## config.mk

```make
export PLATFORM = sky130hd
export DESIGN_NAME = culsans_domain_tagger
export DESIGN_NICKNAME = d
export VERILOG_FILES = /design/src/rtl/culsans_domain_tagger.sv
export SDC_FILE = /design/constraint.sdc
export NUM_CORES = 1
export LEC_CHECK = 0
export ABC_AREA = 1
export BUFFER_PORTS_ARGS = -buffer_cell sky130_fd_sc_hd__buf_2
export CORE_AREA = 2 2 258 260
export CTS_CLUSTER_DIAMETER = 60
export DETAILED_ROUTE_END_ITERATION = 8
export DIE_AREA = 0 0 260 262
export PLACE_DENSITY = 0.44
export SLEW_MARGIN = 0
export SYNTH_ARGS = -nofsm -noshare
export SYNTH_HDL_FRONTEND = slang
export SYNTH_SLANG_ARGS = --single-unit
```

## constraint.sdc

```tcl
create_clock -name clk_i -period 2.45 [get_ports clk_i]
set_input_delay 0.245 -clock clk_i [delete_from_list [all_inputs] [get_ports clk_i]]
set_output_delay 0.245 -clock clk_i [all_outputs]
set_load 0.1 [all_outputs]
```

## src/rtl/culsans_domain_tagger.sv

```systemverilog
//============================================================================
// Module   : culsans_domain_tagger (with culsans_pkg ACE channel types)
// Brief    : ACE domain/snoop tagging, registered AR/AW stage, outstanding
//            counters and per-channel shareability fence.
// Revision : 1.0 - initial release
//============================================================================
`default_nettype none

package culsans_pkg;
  typedef struct packed {
    logic [3:0]  id;
    logic [63:0] addr;
    logic [7:0]  len;
    logic [1:0]  domain;
    logic [3:0]  snoop;
    logic [1:0]  bar;
  } ar_chan_t;

  typedef struct packed {
    logic [3:0]  id;
    logic [63:0] addr;
    logic [7:0]  len;
    logic [1:0]  domain;
    logic [2:0]  snoop;
    logic [1:0]  bar;
  } aw_chan_t;

  typedef struct packed {
    logic [63:0] data;
    logic [7:0]  strb;
    logic        last;
  } w_chan_t;

  typedef struct packed {
    logic [3:0] id;
    logic [1:0] resp;
  } b_chan_t;

  typedef struct packed {
    logic [3:0]  id;
    logic [63:0] data;
    logic [3:0]  resp;
    logic        last;
  } r_chan_t;

  typedef struct packed {
    aw_chan_t aw;
    logic     aw_valid;
    w_chan_t  w;
    logic     w_valid;
    logic     b_ready;
    ar_chan_t ar;
    logic     ar_valid;
    logic     r_ready;
  } req_t;

  typedef struct packed {
    logic    aw_ready;
    logic    ar_ready;
    logic    w_ready;
    logic    b_valid;
    b_chan_t b;
    logic    r_valid;
    r_chan_t r;
  } resp_t;
endpackage

module culsans_domain_tagger #(
  parameter int unsigned                       NrRules      = 1,
  parameter int unsigned                       AddrWidth    = 64,
  parameter logic [NrRules-1:0][AddrWidth-1:0] SharedBase   = {64'h8004_0000},
  parameter logic [NrRules-1:0][AddrWidth-1:0] SharedLength = {64'h4_0000},
  parameter int unsigned                       MaxTxn       = 8,
  parameter type                               req_t        = culsans_pkg::req_t,
  parameter type                               resp_t       = culsans_pkg::resp_t
) (
  input  logic                         clk_i,
  input  logic                         rst_ni,
  input  req_t                         slv_req_i,
  output resp_t                        slv_resp_o,
  output req_t                         mst_req_o,
  input  resp_t                        mst_resp_i,
  output logic [$clog2(MaxTxn+1)-1:0]  ar_outstanding_o,
  output logic [$clog2(MaxTxn+1)-1:0]  aw_outstanding_o,
  output logic [1:0]                   fence_stall_o
);

  localparam int unsigned c_cnt_w = $clog2(MaxTxn + 1);
  localparam int unsigned c_ar_w  = $bits(slv_req_i.ar);
  localparam int unsigned c_aw_w  = $bits(slv_req_i.aw);

  logic [AddrWidth-1:0] w_ar_addr, w_aw_addr;
  logic [NrRules-1:0]   w_ar_hit, w_aw_hit;
  logic                 w_ar_cls, w_aw_cls;
  req_t                 w_tag;

  logic [c_ar_w-1:0]    r_ar;
  logic [c_aw_w-1:0]    r_aw;
  logic                 r_ar_vld, r_aw_vld;
  logic                 r_ar_cls, r_aw_cls;
  logic [c_cnt_w-1:0]   r_ar_cnt, r_aw_cnt;

  logic w_ar_stg_rdy, w_ar_room, w_ar_fence, w_ar_rdy, w_ar_inc, w_ar_dec;
  logic w_aw_stg_rdy, w_aw_room, w_aw_fence, w_aw_rdy, w_aw_inc, w_aw_dec;

  assign w_ar_addr = AddrWidth'(slv_req_i.ar.addr);
  assign w_aw_addr = AddrWidth'(slv_req_i.aw.addr);

  // Bounds widened by one bit so a region ending at the top of the space cannot wrap.
  for (genvar gi = 0; gi < NrRules; gi++) begin : g_rule
    localparam logic [AddrWidth:0] c_lo = {1'b0, SharedBase[gi]};
    localparam logic [AddrWidth:0] c_hi = c_lo + {1'b0, SharedLength[gi]};
    localparam logic               c_en = (SharedLength[gi] != '0);

    assign w_ar_hit[gi] = c_en && ({1'b0, w_ar_addr} >= c_lo) && ({1'b0, w_ar_addr} < c_hi);
    assign w_aw_hit[gi] = c_en && ({1'b0, w_aw_addr} >= c_lo) && ({1'b0, w_aw_addr} < c_hi);
  end

  assign w_ar_cls = |w_ar_hit;
  assign w_aw_cls = |w_aw_hit;

  always_comb begin
    w_tag           = slv_req_i;
    w_tag.ar.domain = w_ar_cls ? 2'b01 : 2'b00;
    w_tag.ar.snoop  = '0;
    w_tag.ar.bar    = '0;
    w_tag.aw.domain = w_aw_cls ? 2'b01 : 2'b00;
    w_tag.aw.snoop  = '0;
    w_tag.aw.bar    = '0;
  end

  assign w_ar_stg_rdy = !r_ar_vld || mst_resp_i.ar_ready;
  assign w_ar_room    = r_ar_cnt < c_cnt_w'(MaxTxn);
  assign w_ar_fence   = (r_ar_cnt != '0) && (w_ar_cls != r_ar_cls);
  assign w_ar_rdy     = w_ar_stg_rdy && w_ar_room && !w_ar_fence;
  assign w_ar_inc     = slv_req_i.ar_valid && w_ar_rdy;
  assign w_ar_dec     = mst_resp_i.r_valid && slv_req_i.r_ready && mst_resp_i.r.last;

  assign w_aw_stg_rdy = !r_aw_vld || mst_resp_i.aw_ready;
  assign w_aw_room    = r_aw_cnt < c_cnt_w'(MaxTxn);
  assign w_aw_fence   = (r_aw_cnt != '0) && (w_aw_cls != r_aw_cls);
  assign w_aw_rdy     = w_aw_stg_rdy && w_aw_room && !w_aw_fence;
  assign w_aw_inc     = slv_req_i.aw_valid && w_aw_rdy;
  assign w_aw_dec     = mst_resp_i.b_valid && slv_req_i.b_ready;

  // A completion with nothing outstanding (e.g. a stale response after reset) is dropped.
  function automatic logic [c_cnt_w-1:0] f_cnt_next(input logic [c_cnt_w-1:0] cnt,
                                                    input logic inc, input logic dec);
    logic [c_cnt_w-1:0] nxt;
    nxt = cnt;
    if (inc && !dec)
      nxt = cnt + c_cnt_w'(1);
    else if (dec && !inc && (cnt != '0))
      nxt = cnt - c_cnt_w'(1);
    return nxt;
  endfunction

  always_ff @(posedge clk_i or negedge rst_ni) begin
    if (!rst_ni) begin
      r_ar     <= '0;
      r_aw     <= '0;
      r_ar_vld <= 1'b0;
      r_aw_vld <= 1'b0;
      r_ar_cls <= 1'b0;
      r_aw_cls <= 1'b0;
      r_ar_cnt <= '0;
      r_aw_cnt <= '0;
    end else begin
      if (w_ar_inc) begin
        r_ar     <= w_tag.ar;
        r_ar_vld <= 1'b1;
        r_ar_cls <= w_ar_cls;
      end else if (mst_resp_i.ar_ready) begin
        r_ar_vld <= 1'b0;
      end
      if (w_aw_inc) begin
        r_aw     <= w_tag.aw;
        r_aw_vld <= 1'b1;
        r_aw_cls <= w_aw_cls;
      end else if (mst_resp_i.aw_ready) begin
        r_aw_vld <= 1'b0;
      end
      r_ar_cnt <= f_cnt_next(r_ar_cnt, w_ar_inc, w_ar_dec);
      r_aw_cnt <= f_cnt_next(r_aw_cnt, w_aw_inc, w_aw_dec);
    end
  end

  always_comb begin
    mst_req_o          = w_tag;
    mst_req_o.ar       = r_ar;
    mst_req_o.ar_valid = r_ar_vld;
    mst_req_o.aw       = r_aw;
    mst_req_o.aw_valid = r_aw_vld;
  end

  always_comb begin
    slv_resp_o          = mst_resp_i;
    slv_resp_o.ar_ready = w_ar_rdy;
    slv_resp_o.aw_ready = w_aw_rdy;
  end

  assign ar_outstanding_o = r_ar_cnt;
  assign aw_outstanding_o = r_aw_cnt;
  assign fence_stall_o    = {slv_req_i.aw_valid && w_aw_stg_rdy && w_aw_room && w_aw_fence,
                             slv_req_i.ar_valid && w_ar_stg_rdy && w_ar_room && w_ar_fence};

  a_ar_no_underflow: assert property (@(posedge clk_i) disable iff (!rst_ni)
                                      !(w_ar_dec && (r_ar_cnt == '0)));
  a_aw_no_underflow: assert property (@(posedge clk_i) disable iff (!rst_ni)
                                      !(w_aw_dec && (r_aw_cnt == '0)));

endmodule

`default_nettype wire

```

Yosys cells after proc, flatten, opt, wreduce, memory -nomap -nowiden

Index checks and enable logic that the tools add are counted.

$add $sub $neg: 4
$lt $le $gt $ge: 6
Equality and inequality tests: 2
Mux-type cells: 10
Reductions and logical operators: 41

Operator list:

| cell                                                                                   | count |
|---|---|
| 64-bit by 32-bit greater-or-equal comparator with 1-bit output (second input constant) | 2 |
| 64-bit by 32-bit less-than comparator with 1-bit output (second input constant)        | 2 |
| 1-bit logical AND                                                                      | 25 |
| 4-bit 2-to-1 mux                                                                       | 4 |
| 4-bit by 1-bit adder with 4-bit output (second input constant)                         | 2 |
| 1-bit zero test                                                                        | 8 |
| 4-bit less-than comparator (second input constant)                                     | 2 |
| 2-bit nonzero test                                                                     | 4 |
| 4-bit nonzero test                                                                     | 2 |
| 4-bit by 1-bit subtractor with 4-bit output (second input constant)                    | 2 |
| 1-bit 2-to-1 mux                                                                       | 6 |
| 1-bit logical OR                                                                       | 2 |
| 1-bit != test                                                                          | 2 |

Register bits: 168
Bits of input ports: 331
Output and inout port bits: 339
Logic and storage cells: 71

Logic depth before layout (Yosys ltp)

Gate-level depths: netlist of run 1.

Depth in word-level cells: 12
Depth in mapped cells: 18
Mapped depth without buffers: 18

Worst setup path before layout of run 1

Ideal clock, no wire load.

Path kind: reg2out
From: register r_ar_cnt[0] (netlist: ar_outstanding_o[0])
To: output fence_stall_o[0]
Arrival: 2.674 ns
Slack: -0.469 ns
Stages on the path, launching flop included: 5
Cell sequence: dfrtp_1 -> nor2_1 -> nand3_1 -> nand3_2 -> nor2_1

Word-level cells in the longest chain between the ends: 3

Ends and longest elaborated chain:

| item                                                                    | RTL line | source |
|---|---|---|
| start: declaration                                                      | 101      | `logic [c_cnt_w-1:0] r_ar_cnt, r_aw_cnt;` |
| start signal: assignment                                                | 183      | `r_ar_cnt <= f_cnt_next(r_ar_cnt, w_ar_inc, w_ar_dec);` |
| 4-bit less-than comparator / 4-bit nonzero test (equally long branches) | 133, 134 |  |
| 1-bit logical AND, on equally long branches                             | 205, 134 |  |
| 1-bit logical AND (*)                                                   | 205      | `slv_req_i.ar_valid && w_ar_stg_rdy && w_ar_room && w_ar_fence};` |
| end: declaration                                                        | 85       | `output logic [1:0] fence_stall_o` |

Mark *: on every way between the ends. The rest lies on a longest branch, timed or not.

==> metrics.txt, run 1 <==
critical path startpoint category primary input; # setup viols final 0; Initial Util 13.0%; die area 0.0681 mm2; Layout Skew 0.0181 ns; P&R area growth vs syn 41.6%; Layout Nets 1404; CTS tree yes; mux contribution to synthesized area 19.2%; Period minus WS final 2.33 ns; hold slack 0.0630 ns; Core Area 0.0653 mm2; Mapped Area 0.00846 mm2; share of layout cells above drive strength 1 50.6%; Clock Sinks 164; Area after DPL 0.0101 mm2; type of the worst setup path in2out; path depth of the worst reg2reg path 13; async set-or-reset flop fraction in the synthesized netlist 100%; RSZ-0062 raised after global routing yes; first-pass GRT wire length 36800 um; DR vias/cell 3.18; Routed WL 24800 um; Root Driver clkbuf_16; Hold Path Stages 3; drt pass-1 iters 4; gr usage total 7.30%; YS warnings 0; Synth Register Bits 164; most frequent cell on the critical path nand2_1; clk_lat worst skew 0.47 ns; Rel. slew slack 62.8%; Clock transition at path regs 0.06 ns; final hold vios 0; Post-Synthesis Cells 754; register area share after synthesis 48.5%; residual DRC count 0; detailed-route wire length per cell 12.8 um; FP Rows 94; worst-path fanout max 3; I/O pins 670; Cell Chain, Critical Path dlygate4sd3_1 > buf_2 > nor2_2 > nand2_1 > nor2_2 > nand2_1 > nor2_2 > nand2_1 > nand2_1 > nand3_2 > buf_6 > and3_4 > buf_12; adder-cell share of the synthesized area 1.07%; antenna viol nets, final 0; routed vias 6185; Placer Congestion 0.742; compound-cell area share of the yosys netlist 1.80%; CP peak stage delay 0.53 ns; Slew Viols, Final 0; critical path's slowest cell dlygate4sd3_1; critical path arrival 2.08 ns; Post-Synth XOR/XNOR Area 0.399%; Synth Area in Simple Gates 8.92%; largest net degree at the start of global routing 58; Fillers 7225; Post-DP HPWL 18900 um; share of the synthesized area in the top cell type 48.5%; Distinct cells, synth 25; Crit. End Element output pin; grt total ovfl 0; cell accounting for the most synthesized area dfrtp_1; CTS buffer count 17; Required @ worst endpoint 2.20 ns; DRT iter0 DRCs 147; Fmax 430 MHz; worst-case clock buffer depth 2; ys flop type dfrtp_1; Worst Hold Class in2reg; die extent in y 262 um; largest family of logic cells by synthesized area buffers and inverters; status finished clean; largest cells by area after synthesis dfrtp_1, buf_4, mux2_2; H-tree levels 4; ant diodes 0; setup bufs post-CTS 0; Post-Syn Area per Cell 11.2 um2; Final Cell Area 0.0120 mm2; Die Wd 260 um; max_cap viols 0; number of flops mapped to enable cells by yosys 0; vias in the first global route 6533; Final period util 95.0%; worst slew pin tran 0.563 ns; initial antenna violation count 0; PortBufs 335
## critical path: cells and delay by family
family,cells,cell delay (ns)
and+or+nand+nor,9,0.85
buffers and inverters,4,0.97
## flip-flops by register name, indices dropped and copies added (netlist names)
signal            cells
ar_outstanding_o      4
aw_outstanding_o      4
r_ar                 77
r_ar_vld              1
r_aw                 77
r_aw_vld              1
## path summary, 6_finish.rpt
check / start / end / slack (ns)
min in group asynchronous: rst_ni / r_ar[39]$_DFFE_PN0P_ / 0.27
hold reg to reg: r_aw[43]$_DFFE_PN0P_ / r_aw[43]$_DFFE_PN0P_ / 0.48
setup reg to reg: aw_outstanding_o[3]$_DFFE_PN0P_ / aw_outstanding_o[3]$_DFFE_PN0P_ / 0.27
max in group asynchronous: rst_ni / aw_outstanding_o[3]$_DFFE_PN0P_ / 1.42
setup / recovery: slv_req_i[59] / slv_resp_o[82] / 0.12
hold / removal: slv_req_i[81] / r_ar[79]$_DFFE_PN0P_ / 0.06
## layer usage
| metal | up-vias | global-route usage [%] | share of wire [%] |
|---|---|---|---|
| li1 | 2869 | - | - |
| met1 | 2912 | 7.34 | 38 |
| met2 | 331 | 11.9 | 48 |
| met3 | 73 | 3.97 | 11 |
| met4 | 0 | 4.39 | 3.9 |
| met5 | - | 0 | 0 |
## metrics by stage
stage	TNS (ns)	setup WS, ns	utilization [%]	cells
3_3_place_gp	-4.26	-0.161	15.4	1795
6_report	0	0.123	18.3	1944
5_1_grt	-0.0302	-0.0214	18.3	1944
2_1_floorplan	0	0.0122	-	766
3_5_place_dp	-5.64	-0.153	15.4	1795
4_1_cts	0	0.0152	18.2	1951
## layout make-up
| class | count | area, um2 | area share, % |
|---|---|---|---|
| Sequential cell | 164 | 4110 | 34.3 |
| Multi-Input combinational cell | 362 | 2810 | 23.4 |
| Inverter | 44 | 165 | 1.38 |
| Clock buffer | 21 | 440 | 3.68 |
| Clock inverter | 11 | 154 | 1.28 |
| Timing Repair Buffer | 478 | 3220 | 26.9 |
| Tap cell | 864 | 1080 | 9.03 |
## synthesized netlist by cell type (3+ instances only)
cell type and count:
ha_1 4, o21ai_0 28, nand3_1 18, inv_1 44
buf_4 186, nor2_1 62, mux2_2 79, nand2_1 89
nand4_1 4, nand3_2 3, buf_12 5, mux2_4 49
dfrtp_1 164
## cells by family after synthesis
group / count (synthesis)
compound gates: 30
xor+xnor: 3
fa+ha+maj: 6
buf+inv: 240
flops: 164
mux: 128
other cells: 1
simple gates: 182
## repair_timing
action                                  in CTS  in global routing
hold buffers                               124                  0
endpoints found under the setup margin       0                  7
endpoints found under the hold margin      159                  0
gates resized for setup                      0                 26
## cell usage in the layout, fill, tap and decap left out
| master | n |
|---|---|
| and3_4 | 2 |
| nor2_4 | 3 |
| nor2_1 | 49 |
| nand2_4 | 2 |
| dlymetal6s4s_1 | 1 |
| nand2_1 | 87 |
| nand2_2 | 3 |
| inv_1 | 44 |
| nand4_1 | 4 |
| clkinv_4 | 2 |
| clkbuf_1 | 4 |
| buf_4 | 19 |
| ha_1 | 3 |
| inv_6 | 1 |
| xor2_2 | 1 |
| nand3_1 | 16 |
| buf_12 | 9 |
| dfrtp_2 | 7 |
| buf_2 | 323 |
| clkbuf_16 | 17 |
| mux2_4 | 49 |
| a31oi_2 | 2 |
| bufinv_16 | 3 |
| conb_1 | 13 |
| dlygate4sd3_1 | 123 |
| fa_1 | 2 |
| nor2_2 | 11 |
| ha_4 | 1 |
| nand3_2 | 5 |
| buf_6 | 3 |
| clkinvlp_4 | 5 |
| mux2_2 | 79 |
| o21ai_0 | 28 |
| xor2_1 | 2 |
| dfrtp_1 | 157 |
Power of run 1 is not shown: default switching activity piles up to over one toggle a cycle in this logic, so the estimate is an artifact.
==> inputs of run 2 (changes only) <==
BUFFER_PORTS_ARGS = not set   (was -buffer_cell sky130_fd_sc_hd__buf_2)
CORE_AREA = 2 2 260 262   (was 2 2 258 260)
DIE_AREA = 0 0 262 264   (was 0 0 260 262)
DONT_BUFFER_PORTS = 1   (was not set)
PLACE_DENSITY = not set   (was 0.44)
SKIP_CTS_REPAIR_TIMING = 1   (was not set)
==> metrics.txt, run 2 (synthesized netlist as in run 1, its figures left out) <==
status finished, violations left; failing checks hold timing; Initial Util 12.7%; residual DRC count 0; critical path's slowest cell dlygate4sd3_1; Worst path depth 12; Placer Congestion 0.765; Worst Hold Class in2async; CTS tree yes; Core Area 0.0666 mm2; commonest cells after routing, fill and taps aside dfrtp_1, dlygate4sd3_1, nand2_1, mux2_2, nor2_1; area of the multi-input gates 0.00272 mm2; DR vias/cell 3.17; Post-DP HPWL 17600 um; P&R area growth vs syn 26.4%; share of layout cells above drive strength 1 28.2%; Root Driver clkbuf_16; Cell Chain, Critical Path dlygate4sd3_1 > inv_1 > nand2_1 > nor2_1 > nand2_1 > nor2_1 > nand3_1 > nand2_1 > nand3_2 > buf_4 > and3_1 > buf_12; CP peak stage delay 0.58 ns; type of the worst setup path in2out; gr usage total 6.38%; Clock Sinks 164; critical path arrival 2.08 ns; Period minus WS final 2.32 ns; Required @ worst endpoint 2.20 ns; DRT iter0 DRCs 228; Fillers 7349; Crit. End Element output pin; Die Wd 262 um; critical path startpoint category primary input; # setup viols final 0; H-tree levels 4; clk_lat worst skew 0.47 ns; Layout Nets 1128; worst slew pin tran 0.977 ns; first-pass GRT wire length 31100 um; worst-path fanout max 3; Layout Skew 0.0144 ns; CTS buffer count 17; vias in the first global route 5046; Largest regs r_ar: 77 flops, r_aw: 77 flops; grt total ovfl 0; detailed-route wire length per cell 14.5 um; FP Rows 95; Clock transition at path regs 0.08 ns; die area 0.0692 mm2; most frequent cell on the critical path nand2_1; max_cap viols 0; Final period util 94.8%; die extent in y 264 um; Rel. slew slack 34.9%; Routed WL 24400 um; initial antenna violation count 1; largest net degree at the start of global routing 165; worst-case clock buffer depth 2; WP buf/inv 4; routed vias 5315; hold slack -0.538 ns; Slew Viols, Final 0; FF+latch area 0.00411 mm2; final hold vios 164; drt pass-1 iters 4; path depth of the worst reg2reg path 13; Fmax 430 MHz; antenna viol nets, final 0; I/O pins 670; most common cell after layout, fill and taps aside dfrtp_1; PortBufs 0; Crit path max-delay family buffers and inverters; RSZ-0062 raised after global routing no
## run 2: metal layers
| layer | global-route usage, % | up-vias | routed length (um) |
|---|---|---|---|
| met1 | 5.27 | 2523 | 7770 |
| met2 | 10.7 | 395 | 12100 |
| met5 | 0 | - | 0 |
| li1 | - | 2313 | - |
| met4 | 5.77 | 0 | 1750 |
| met3 | 3.64 | 84 | 2740 |
## run 2: area by class of cell
cell class | count | area share (%)
repair buffers | 202 | 18.7
clock inverters | 14 | 1.55
flip-flops and latches | 164 | 38.5
diodes | 1 | 0.0234
well taps | 873 | 10.2
clock buffers | 18 | 4.11
multi-input cells | 362 | 25.4
inverters | 44 | 1.55
## run 2: through the flow
step	utilization (%)	area, um2	instances	setup WS, ns	setup TNS [ns]
2_1_floorplan	-	8520	766	0.0122	0
3_3_place_gp	12.9	8560	1493	0.00540	0
3_5_place_dp	12.9	8560	1493	-0.0227	-0.0604
4_1_cts	13.8	9170	1525	0.137	0
5_1_grt	16.1	10700	1678	0.00876	0
6_report	16.1	10700	1678	0.126	0
## run 2: final timing paths
| path | start | to | slack [ns] |
|---|---|---|---|
| worst min register to register | r_aw[64]$_DFFE_PN0P_ | r_aw[64]$_DFFE_PN0P_ | 0.49 |
| max in group asynchronous | rst_ni | aw_outstanding_o[3]$_DFFE_PN0P_ | 2.59 |
| min in group clk_i | slv_req_i[226] | r_aw[64]$_DFFE_PN0P_ | 0.02 |
| worst max register to register | aw_outstanding_o[3]$_DFFE_PN0P_ | aw_outstanding_o[3]$_DFFE_PN0P_ | 0.31 |
| worst min-delay path | rst_ni | r_aw[7]$_DFFE_PN0P_ | -0.54 |
| worst max-delay path | slv_req_i[206] | slv_resp_o[83] | 0.13 |
Power of run 2 is left out for the same reason.
